**config.mk**
```make
export PLATFORM = sky130hd
export DESIGN_NAME = mem_stream_reader_flat
export DESIGN_NICKNAME = d
export VERILOG_FILES = /design/src/rtl/mem_stream_reader_if.sv /design/src/rtl/mem_stream_reader.sv /design/src/flat_wrapper.sv
export SDC_FILE = /design/constraint.sdc
export NUM_CORES = 1
export LEC_CHECK = 0
export CORE_ASPECT_RATIO = 0.8
export CORE_MARGIN = 8
export CORE_UTILIZATION = 30
export CTS_CLUSTER_SIZE = 14
export DETAILED_ROUTE_END_ITERATION = 7
export MAX_ROUTING_LAYER = met4
export PLACE_DENSITY_LB_ADDON = 0.3
export SYNTH_ARGS = -nofsm -noshare
export SYNTH_HDL_FRONTEND = slang
export SYNTH_SLANG_ARGS = --single-unit
```
**constraint.sdc**
```tcl
create_clock -name clk -period 7.67 [get_ports clk]
set_clock_uncertainty 0.2 [all_clocks]
set_input_delay 1.534 -clock clk [delete_from_list [all_inputs] [get_ports clk]]
set_output_delay 1.534 -clock clk [all_outputs]
set_load 0.01 [all_outputs]
```
**src/rtl/mem_stream_reader_if.sv**
```systemverilog
// mem_stream_reader_if: control, RAM read port and output stream bundle; abort exists only with MEM_READER_ABORT_EN
interface mem_stream_reader_if #(
  parameter int WIDTH = 8,
  parameter int ADDR_SIZE = 10
);
  logic                 start;
  logic [ADDR_SIZE-1:0] start_addr;
  logic [ADDR_SIZE:0]   length;
  logic                 busy;
  logic                 done;
  logic [ADDR_SIZE-1:0] mem_ra;
  logic [WIDTH-1:0]     mem_rdata;
  logic [WIDTH-1:0]     out_data;
  logic                 out_valid;
  logic                 out_ready;
`ifdef MEM_READER_ABORT_EN
  logic                 abort;
`endif
  modport master (
    output start, start_addr, length, mem_rdata, out_ready,
`ifdef MEM_READER_ABORT_EN
    output abort,
`endif
    input  busy, done, mem_ra, out_data, out_valid
  );
  modport slave (
    input  start, start_addr, length, mem_rdata, out_ready,
`ifdef MEM_READER_ABORT_EN
    input  abort,
`endif
    output busy, done, mem_ra, out_data, out_valid
  );
endinterface

```
**src/rtl/mem_stream_reader.sv**
```systemverilog
// mem_stream_reader: streams length words from a sync-read RAM; abort port added by MEM_READER_ABORT_EN
module mem_stream_reader #(
  parameter int WIDTH = 8,
  parameter int ADDR_SIZE = 10
) (
  input logic                clk,
  input logic                reset_n,
  mem_stream_reader_if.slave bus
);
  typedef enum logic [1:0] {IDLE, RUN, DRAIN} state_t;
  state_t               state_q, state_d;
  logic [ADDR_SIZE-1:0] addr_q, addr_d, ra_q, ra_d;
  logic [ADDR_SIZE:0]   remain_q, remain_d;
  logic                 v1_q, v1_d, v2_q, v2_d;
  logic                 busy_q, busy_d, done_q, done_d;
  logic [1:0]           wp_q, wp_d, rp_q, rp_d, cnt_q, cnt_d;
  logic [WIDTH-1:0]     buf_q [4];
  logic [WIDTH-1:0]     buf_d [4];
  logic                 pop, issue, kill;
  logic [2:0]           occ;
  // v1: address on mem_ra this cycle, v2: its data on mem_rdata; both count against the 3-word buffer
  always_comb begin
    pop = (cnt_q != 2'd0) && bus.out_ready;
    occ = 3'(v1_q) + 3'(v2_q) + 3'(cnt_q) - 3'(pop);
`ifdef MEM_READER_ABORT_EN
    kill = bus.abort && (state_q != IDLE);
`else
    kill = 1'b0;
`endif
    issue = (state_q == RUN) && !kill && (occ < 3'd3);
    state_d = state_q;
    addr_d = addr_q;
    ra_d = ra_q;
    remain_d = remain_q;
    busy_d = busy_q;
    done_d = 1'b0;
    v1_d = issue;
    v2_d = v1_q;
    buf_d = buf_q;
    if (v2_q) buf_d[wp_q] = bus.mem_rdata;
    wp_d = wp_q + 2'(v2_q);
    rp_d = rp_q + 2'(pop);
    cnt_d = cnt_q + 2'(v2_q) - 2'(pop);
    if (state_q == IDLE && bus.start) begin
      if (bus.length == '0) done_d = 1'b1;
      else begin
        ra_d = bus.start_addr;
        addr_d = bus.start_addr + ADDR_SIZE'(1);
        remain_d = bus.length - (ADDR_SIZE+1)'(1);
        v1_d = 1'b1;
        busy_d = 1'b1;
        state_d = (bus.length == (ADDR_SIZE+1)'(1)) ? DRAIN : RUN;
      end
    end
    if (issue) begin
      ra_d = addr_q;
      addr_d = addr_q + ADDR_SIZE'(1);
      remain_d = remain_q - (ADDR_SIZE+1)'(1);
      state_d = (remain_q == (ADDR_SIZE+1)'(1)) ? DRAIN : RUN;
    end
    if (state_q == DRAIN && pop && !v1_q && !v2_q && cnt_q == 2'd1) begin
      state_d = IDLE;
      busy_d = 1'b0;
      done_d = 1'b1;
    end
    if (kill) begin
      state_d = IDLE;
      v1_d = 1'b0;
      v2_d = 1'b0;
      wp_d = 2'd0;
      rp_d = 2'd0;
      cnt_d = 2'd0;
      busy_d = 1'b0;
      done_d = 1'b1;
    end
  end
  always_ff @(posedge clk or negedge reset_n) begin
    if (!reset_n) begin
      state_q <= IDLE;
      addr_q <= '0;
      ra_q <= '0;
      remain_q <= '0;
      v1_q <= 1'b0;
      v2_q <= 1'b0;
      busy_q <= 1'b0;
      done_q <= 1'b0;
      wp_q <= 2'd0;
      rp_q <= 2'd0;
      cnt_q <= 2'd0;
      buf_q <= '{default: '0};
    end else begin
      state_q <= state_d;
      addr_q <= addr_d;
      ra_q <= ra_d;
      remain_q <= remain_d;
      v1_q <= v1_d;
      v2_q <= v2_d;
      busy_q <= busy_d;
      done_q <= done_d;
      wp_q <= wp_d;
      rp_q <= rp_d;
      cnt_q <= cnt_d;
      buf_q <= buf_d;
    end
  end
  assign bus.mem_ra = ra_q;
  assign bus.out_data = buf_q[rp_q];
  assign bus.out_valid = cnt_q != 2'd0;
  assign bus.busy = busy_q;
  assign bus.done = done_q;
endmodule

```
**src/flat_wrapper.sv**
```systemverilog
// flat-port wrapper written by rule: the top's interface ports become plain ports
module mem_stream_reader_flat 
#(
  parameter int WIDTH = 8,
  parameter int ADDR_SIZE = 10
)
  (clk, reset_n, bus_start, bus_start_addr, bus_length, bus_mem_rdata, bus_out_ready, bus_busy, bus_done, bus_mem_ra, bus_out_data, bus_out_valid);
  mem_stream_reader_if #(.WIDTH(WIDTH), .ADDR_SIZE(ADDR_SIZE)) bus_i ();
  input logic clk;
  input logic reset_n;
  input wire logic [$bits(bus_i.start)-1:0] bus_start;
  input wire logic [$bits(bus_i.start_addr)-1:0] bus_start_addr;
  input wire logic [$bits(bus_i.length)-1:0] bus_length;
  input wire logic [$bits(bus_i.mem_rdata)-1:0] bus_mem_rdata;
  input wire logic [$bits(bus_i.out_ready)-1:0] bus_out_ready;
  output wire logic [$bits(bus_i.busy)-1:0] bus_busy;
  output wire logic [$bits(bus_i.done)-1:0] bus_done;
  output wire logic [$bits(bus_i.mem_ra)-1:0] bus_mem_ra;
  output wire logic [$bits(bus_i.out_data)-1:0] bus_out_data;
  output wire logic [$bits(bus_i.out_valid)-1:0] bus_out_valid;
  assign bus_i.start = bus_start;
  assign bus_i.start_addr = bus_start_addr;
  assign bus_i.length = bus_length;
  assign bus_i.mem_rdata = bus_mem_rdata;
  assign bus_i.out_ready = bus_out_ready;
  assign bus_busy = bus_i.busy;
  assign bus_done = bus_i.done;
  assign bus_mem_ra = bus_i.mem_ra;
  assign bus_out_data = bus_i.out_data;
  assign bus_out_valid = bus_i.out_valid;
  mem_stream_reader #(.WIDTH(WIDTH), .ADDR_SIZE(ADDR_SIZE)) u_core (.clk(clk), .reset_n(reset_n), .bus(bus_i));
endmodule
```
======== Yosys cells after proc, flatten, opt, wreduce, memory -nomap -nowiden ========
Index checks and enable logic that the tools add are counted.
storage, ports and cells
  register bits ........................... 75
  bits of input ports ..................... 33
  output and inout bits ................... 21
  word-level logic and storage cells ...... 88
cells by class
  $add $sub $neg .......................... 11
  order comparisons ....................... 4
  equality and inequality tests ........... 8
  muxes and demuxes ....................... 29
  bitwise operators ....................... 2
  reductions and logical operators ........ 19
operator list
  cell                                                        count
  2-to-1 mux 10 bit                                           6
  2-to-1 mux 11 bit                                           3
  bitwise mux 32 bit                                          1
  2-to-1 mux 8 bit                                            3
  equality test 11 x 1 -> 1 bit, second input constant        2
  subtractor 11 x 1 -> 11 bit, second input constant          2
  adder 10 x 1 -> 10 bit, second input constant               2
  binary-select mux 8 bit (select 2 bit)                      1
  demux 8 bit (select 2 bit)                                  1
  2-to-1 mux 2 bit                                            6
  zero test 11 bit                                            1
  logical AND 1 bit                                           8
  2-to-1 mux 1 bit                                            8
  adder 2 x 1 -> 2 bit                                        3
  >= comparator 3 bit, second input constant                  2
  NOT 2 -> 3 bit                                              2
  AND reduction 2 bit                                         3
  nonzero test 2 bit                                          3
  equality test 2 x 1 -> 1 bit, second input constant         2
  adder 3 x 2 -> 3 bit                                        1
  less-than comparator 3 x 1 -> 1 bit, second input constant  1
  less-than comparator 3 x 2 -> 1 bit, second input constant  1
  != test 3 x 2 -> 1 bit, second input constant               1
  nonzero test 3 bit                                          1
  8 further kinds                                             9

======== Longest topological paths before layout ========
  depth after elaboration ................. 8
  mapped depth ............................ 18
  mapped depth without buffers ............ 16

======== Worst setup path before layout ========
OpenSTA, ideal clock, no wires.
  path kind ............................... input to register
  start ................................... input bus_out_ready
  end ..................................... register u_core.addr_q[4]
  setup time .............................. 87 ps
  arrival time ............................ 4516 ps
  required time ........................... 7383 ps
  setup slack ............................. 2867 ps
  stages on the path ...................... 17
  buffers on the path ..................... 2
  path through ............................ inv_1 > nor3_1 > a21o_1 > ha_1 > inv_1 > fa_1 > nand2b_1 > nand4b_1 > clkbuf_1 > buf_1 > nand2_1 > nand2_1 > ha_1 > and2_0 > a311oi_1 > a211o_1 > a22oi_1
between the ends
  cells in the longest elaborated chain, start to end .. 6
  elaborated cells between the ends (all ways) .. 8
  classes of those cells .................. add/sub: 1; order compare: 1; eq/ne: 1; mux: 1; reduce/logical: 4
RTL lines
  item                                                                                  RTL line                 text
  start, declared                                                                       flat_wrapper.sv:15       input wire logic [$bits(bus_i.out_ready)-1:0] bus_out_ready;
  logical AND 1 bit *                                                                   mem_stream_reader.sv:23  pop = (cnt_q != 2'd0) && bus.out_ready;
  subtractor 3 x 1 -> 3 bit *                                                           mem_stream_reader.sv:24  occ = 3'(v1_q) + 3'(v2_q) + 3'(cnt_q) - 3'(pop);
  less-than comparator 3 x 2 -> 1 bit *                                                 mem_stream_reader.sv:30  issue = (state_q == RUN) && !kill && (occ < 3'd3);
  logical AND 1 bit *                                                                   mem_stream_reader.sv:30
  != test 2 x 1 -> 1 bit (no source line) / nonzero test 2 bit (equally long branches)  --
  AND reduction 2 bit (no source line)                                                  --
  end signal, assigned                                                                  mem_stream_reader.sv:93  addr_q <= addr_d;
  end, declared                                                                         mem_stream_reader.sv:12  logic [ADDR_SIZE-1:0] addr_q, addr_d, ra_q, ra_d;
Mark *: on every way between the ends. The rest lies on a longest branch, timed or not.
A chain may end at the register's enable or synchronous reset.

======== Final worst setup path ========
Same ends and word-level chain as after synthesis.

==> flow_summary.json <==
{
  "status": "completed",
  "power.leakage_nw": 1.99,
  "crit_type": "in -> reg",
  "dp.cells": 596,
  "p_per_area_nw_per_um2": 463,
  "wl_per_cell_um": 16.1,
  "yosysTopAreaCellShare": 0.467,
  "grt_max_degree": 76,
  "p_switching_uw": 914,
  "post-route-min-period_ps": 5030,
  "setup_viol": 0,
  "ys_ff_latch": 75,
  "ys_seq_area_frac": 0.467,
  "ctsLongestPathBuffers": 2,
  "initial_core_util": 0.302,
  "syn_inst": 376,
  "ir_worst_vdd_mv": 0.292,
  "synth_compound_area_frac": 0.116,
  "worst_pin_slew_ps": 995,
  "cp_cell_sequence": "clkdlybuf4s50_1 > inv_1 > nor3_1 > a21o_1 > ha_1 > inv_1 > fa_1 > nand2b_1 > and4b_1 > buf_4 > nand2_1 > nand2_1 > ha_1 > and2_0 > a311oi_1 > a211o_1 > a22oi_1",
  "synth_xor_area_frac": 0.0327,
  "cts_inserted_buffers": 9,
  "die_w_um": 145,
  "timing.rr.end": "u_core.addr_q[4]",
  "synthAdderAreaFrac": 0.0361,
  "synth_area_um2": 4020,
  "drc": 0,
  "crit_family": "simple AND/OR/NAND/NOR gates",
  "grt_pass1_wl_um": 16600,
  "worst_setup_path_end_kind": "flip-flop",
  "via_per_inst": 4.98,
  "gp_congestion": 0.816,
  "cts_tree": "built",
  "routed_wl_um": 9810,
  "num_rows": 38,
  "antenna_found_initial": 0,
  "cts_setup_buffers": 0,
  "ios": 54,
  "crit_arrival_ps": 5080,
  "hp-start": "u_core.v1_q",
  "clock-sinks": 75,
  "cts_root_buf": "clkbuf_16",
  "area.growth.synth_to_final_pct": 23.4,
  "timing.fmax_mhz": 199,
  "crit_path_start_kind": "input port",
  "io_buffers": 53,
  "synth-simple-area-share": 0.170,
  "synth.distinct_cells": 60,
  "syn_nets": 420,
  "rsz0062_at_grt": "false",
  "die_area_um2": 17400,
  "synth.area.mux_share": 0.145,
  "ant_nets": 0,
  "grtUsageTotal": 0.121,
  "num_antenna_cells": 0,
  "synth_top_family_by_area": "simple AND/OR/NAND/NOR gates",
  "fin_ws_ps": 2640,
  "grt_overflow_total": 0,
  "p_seq_frac": 0.332,
  "finalHoldViolCount": 0,
  "max_stage_delay_ps": 530,
  "yosysTopAreaCell": "dfrtp_1",
  "path_max_fanout": 29,
  "dr.pass1.iters": 4,
  "reg2reg_from": "u_core.v2_q",
  "cts.repair.resized": 0,
  "worst_ep_required_time_ps": 7720,
  "synth.area.top_cells": "dfrtp_1 (47%), mux2_2 (9.2%), mux4_2 (4.5%)",
  "via_count": 3037,
  "p_sw_frac": 0.398,
  "syn_avg_cell_area_um2": 10.7,
  "yosys_warnings": 0,
  "p_clk_frac": 0.161,
  "clk_latency_ps": 330,
  "finalCritPeriodShare": 0.655,
  "fin_tns_setup_ps": 0,
  "cap_violations": 0,
  "pwr-share-comb": 0.507,
  "htreeDepth": 3,
  "r2r_slack_ps": 3910,
  "critPathSlowestCell": "clkdlybuf4s50_1",
  "fp.dieH_um": 120,
  "p_int_mw": 1.38,
  "maxSlewViolCount": 0,
  "r2r_cells": 14,
  "synth-edff-count": 0,
  "ys.flop_type": "dfrtp_1",
  "dp_slack_ps": 2300,
  "clk_pin_slew_ps": 60,
  "grt_pass1_vias": 3226,
  "min_path_type": "reg -> reg",
  "dp_hpwl_um": 6880,
  "core_area_um2": 13300,
  "crit_buf_inv": 4,
  "hold_depth": 0,
  "finalNonFillerCells": 610,
  "fin_nets": 471,
  "slew_headroom": 0.337,
  "worstHoldEndpoint": "u_core.v2_q",
  "drt_iter0_markers": 260,
  "drive_gt1_frac": 0.158,
  "async_reset_ff_frac": 1.00,
  "cts_hold_buf": 0
}
-- per-layer routing --
metal,up-vias,share of wire,routed length (um),GRT usage
met1,1490,0.50,4900,0.160
met4,0,0.011,110,0.0370
met3,6,0.036,353,0.0241
met2,58,0.45,4450,0.183
met5,-,0,0,-
li1,1483,-,-,-
-- flip-flops by register name, summed over array words and instances (netlist names) --
register and count:
u_core.buf_q 32, u_core.remain_q 11, u_core.addr_q 10, u_core.bus.mem_ra 10, u_core.cnt_q 2, u_core.rp_q 2, u_core.state_q 2, u_core.wp_q 2
u_core.bus.busy 1, u_core.bus.done 1, u_core.v1_q 1, u_core.v2_q 1
-- worst register-to-register path, cell delays in order (launching register included) --
cell and delay (ps):
dfrtp_1 510, ha_1 210, inv_1 40, ha_1 290, fa_1 540, nand2b_1 130, and4b_1 190, buf_4 290
nand2_1 130, nand2_1 80, ha_1 220, and2_0 290, a311oi_1 130, a211o_1 280, a22oi_1 130
-- through the flow --
stage	instance area, um2	util	hold slack (ps)	total power, mW
finish	4960	0.372	227	2.30
global route	4960	0.372	250	2.51
CTS	4960	0.372	230	2.32
detailed placement	4710	0.354	203	1.94
global placement	4710	0.354	201	1.90
floorplan	4020	-	170	1.56
-- how the worst max path moves through the flow --
stage                   from                to  slack, ps  depth (start not counted)
6_report       bus_out_ready  u_core.addr_q[4]       2640                         17
5_1_grt        bus_out_ready  u_core.addr_q[4]       2320                         17
4_1_cts        bus_out_ready  u_core.addr_q[4]       2650                         17
3_5_place_dp   bus_out_ready  u_core.addr_q[4]       2300                         17
3_3_place_gp   bus_out_ready  u_core.addr_q[4]       2420                         17
2_1_floorplan  bus_out_ready  u_core.addr_q[4]       2870                         17
-- Yosys cell counts, types with 3 or more instances --
cell type and instances:
a21oi_1 9, nand4_1 5, mux2i_1 3, nand3b_1 3
nand2b_1 4, nand2_1 42, xnor2_1 8, a31oi_1 10
inv_1 12, buf_6 3, nor3_1 14, o21ai_1 5
mux4_2 8, nand3_1 10, o21ai_0 14, and3_1 7
clkbuf_1 9, dfrtp_1 75, nor2_1 22, or4_1 3
o22ai_1 3, xor2_1 7, mux2_2 33, or3_1 5
o211ai_1 7, ha_1 10
-- power by group through the flow --
| stage | clock network (mW) | registers (mW) | logic, mW |
|---|---|---|---|
| floorplan | 0 | 0.706 | 0.854 |
| global placement | 0 | 0.758 | 1.14 |
| detailed placement | 0 | 0.770 | 1.17 |
| CTS | 0.379 | 0.763 | 1.18 |
| global route | 0.400 | 0.794 | 1.31 |
| finish | 0.370 | 0.761 | 1.16 |
-- logic make-up (layout without fill, tap and decap cells) --
group,count (synthesis),after routing
xor+xnor,15,15
compound gates,69,69
simple gates,133,133
mux,44,44
fa+ha+maj,11,11
flops,75,75
buf+inv,29,83
-- cells in the final DEF (no fill, tap or decap), drive strengths merged, types with 3 or more instances in the layout --
cell	Yosys	final
nor3	16	16
nor2	23	23
buf	7	4
clkbuf	9	10
nand2	42	42
and3	7	7
o21ai	19	19
mux2i	3	3
a21oi	9	9
o22ai	3	3
xor2	7	7
clkinv	0	4
dfrtp	75	75
inv	13	13
or4	4	4
nand3b	3	3
mux2	33	33
nor3b	3	3
mux4	8	8
nand3	10	10
nand2b	4	4
or3	5	5
a31oi	10	10
clkdlybuf4s50	0	52
xnor2	8	8
ha	10	10
o211ai	7	7
nand4	5	5
-- cell type report --
type                            count  area (um2)
Inverter                           13        48.8
Fill cell                        1319        8350
Tap cell                          180         225
Clock inverter                      4        20.0
Timing Repair Buffer               56         551
Clock buffer                       10         229
Sequential cell                    75        1880
Multi-Input combinational cell    272        2010
(Power assumes the default switching activity.)
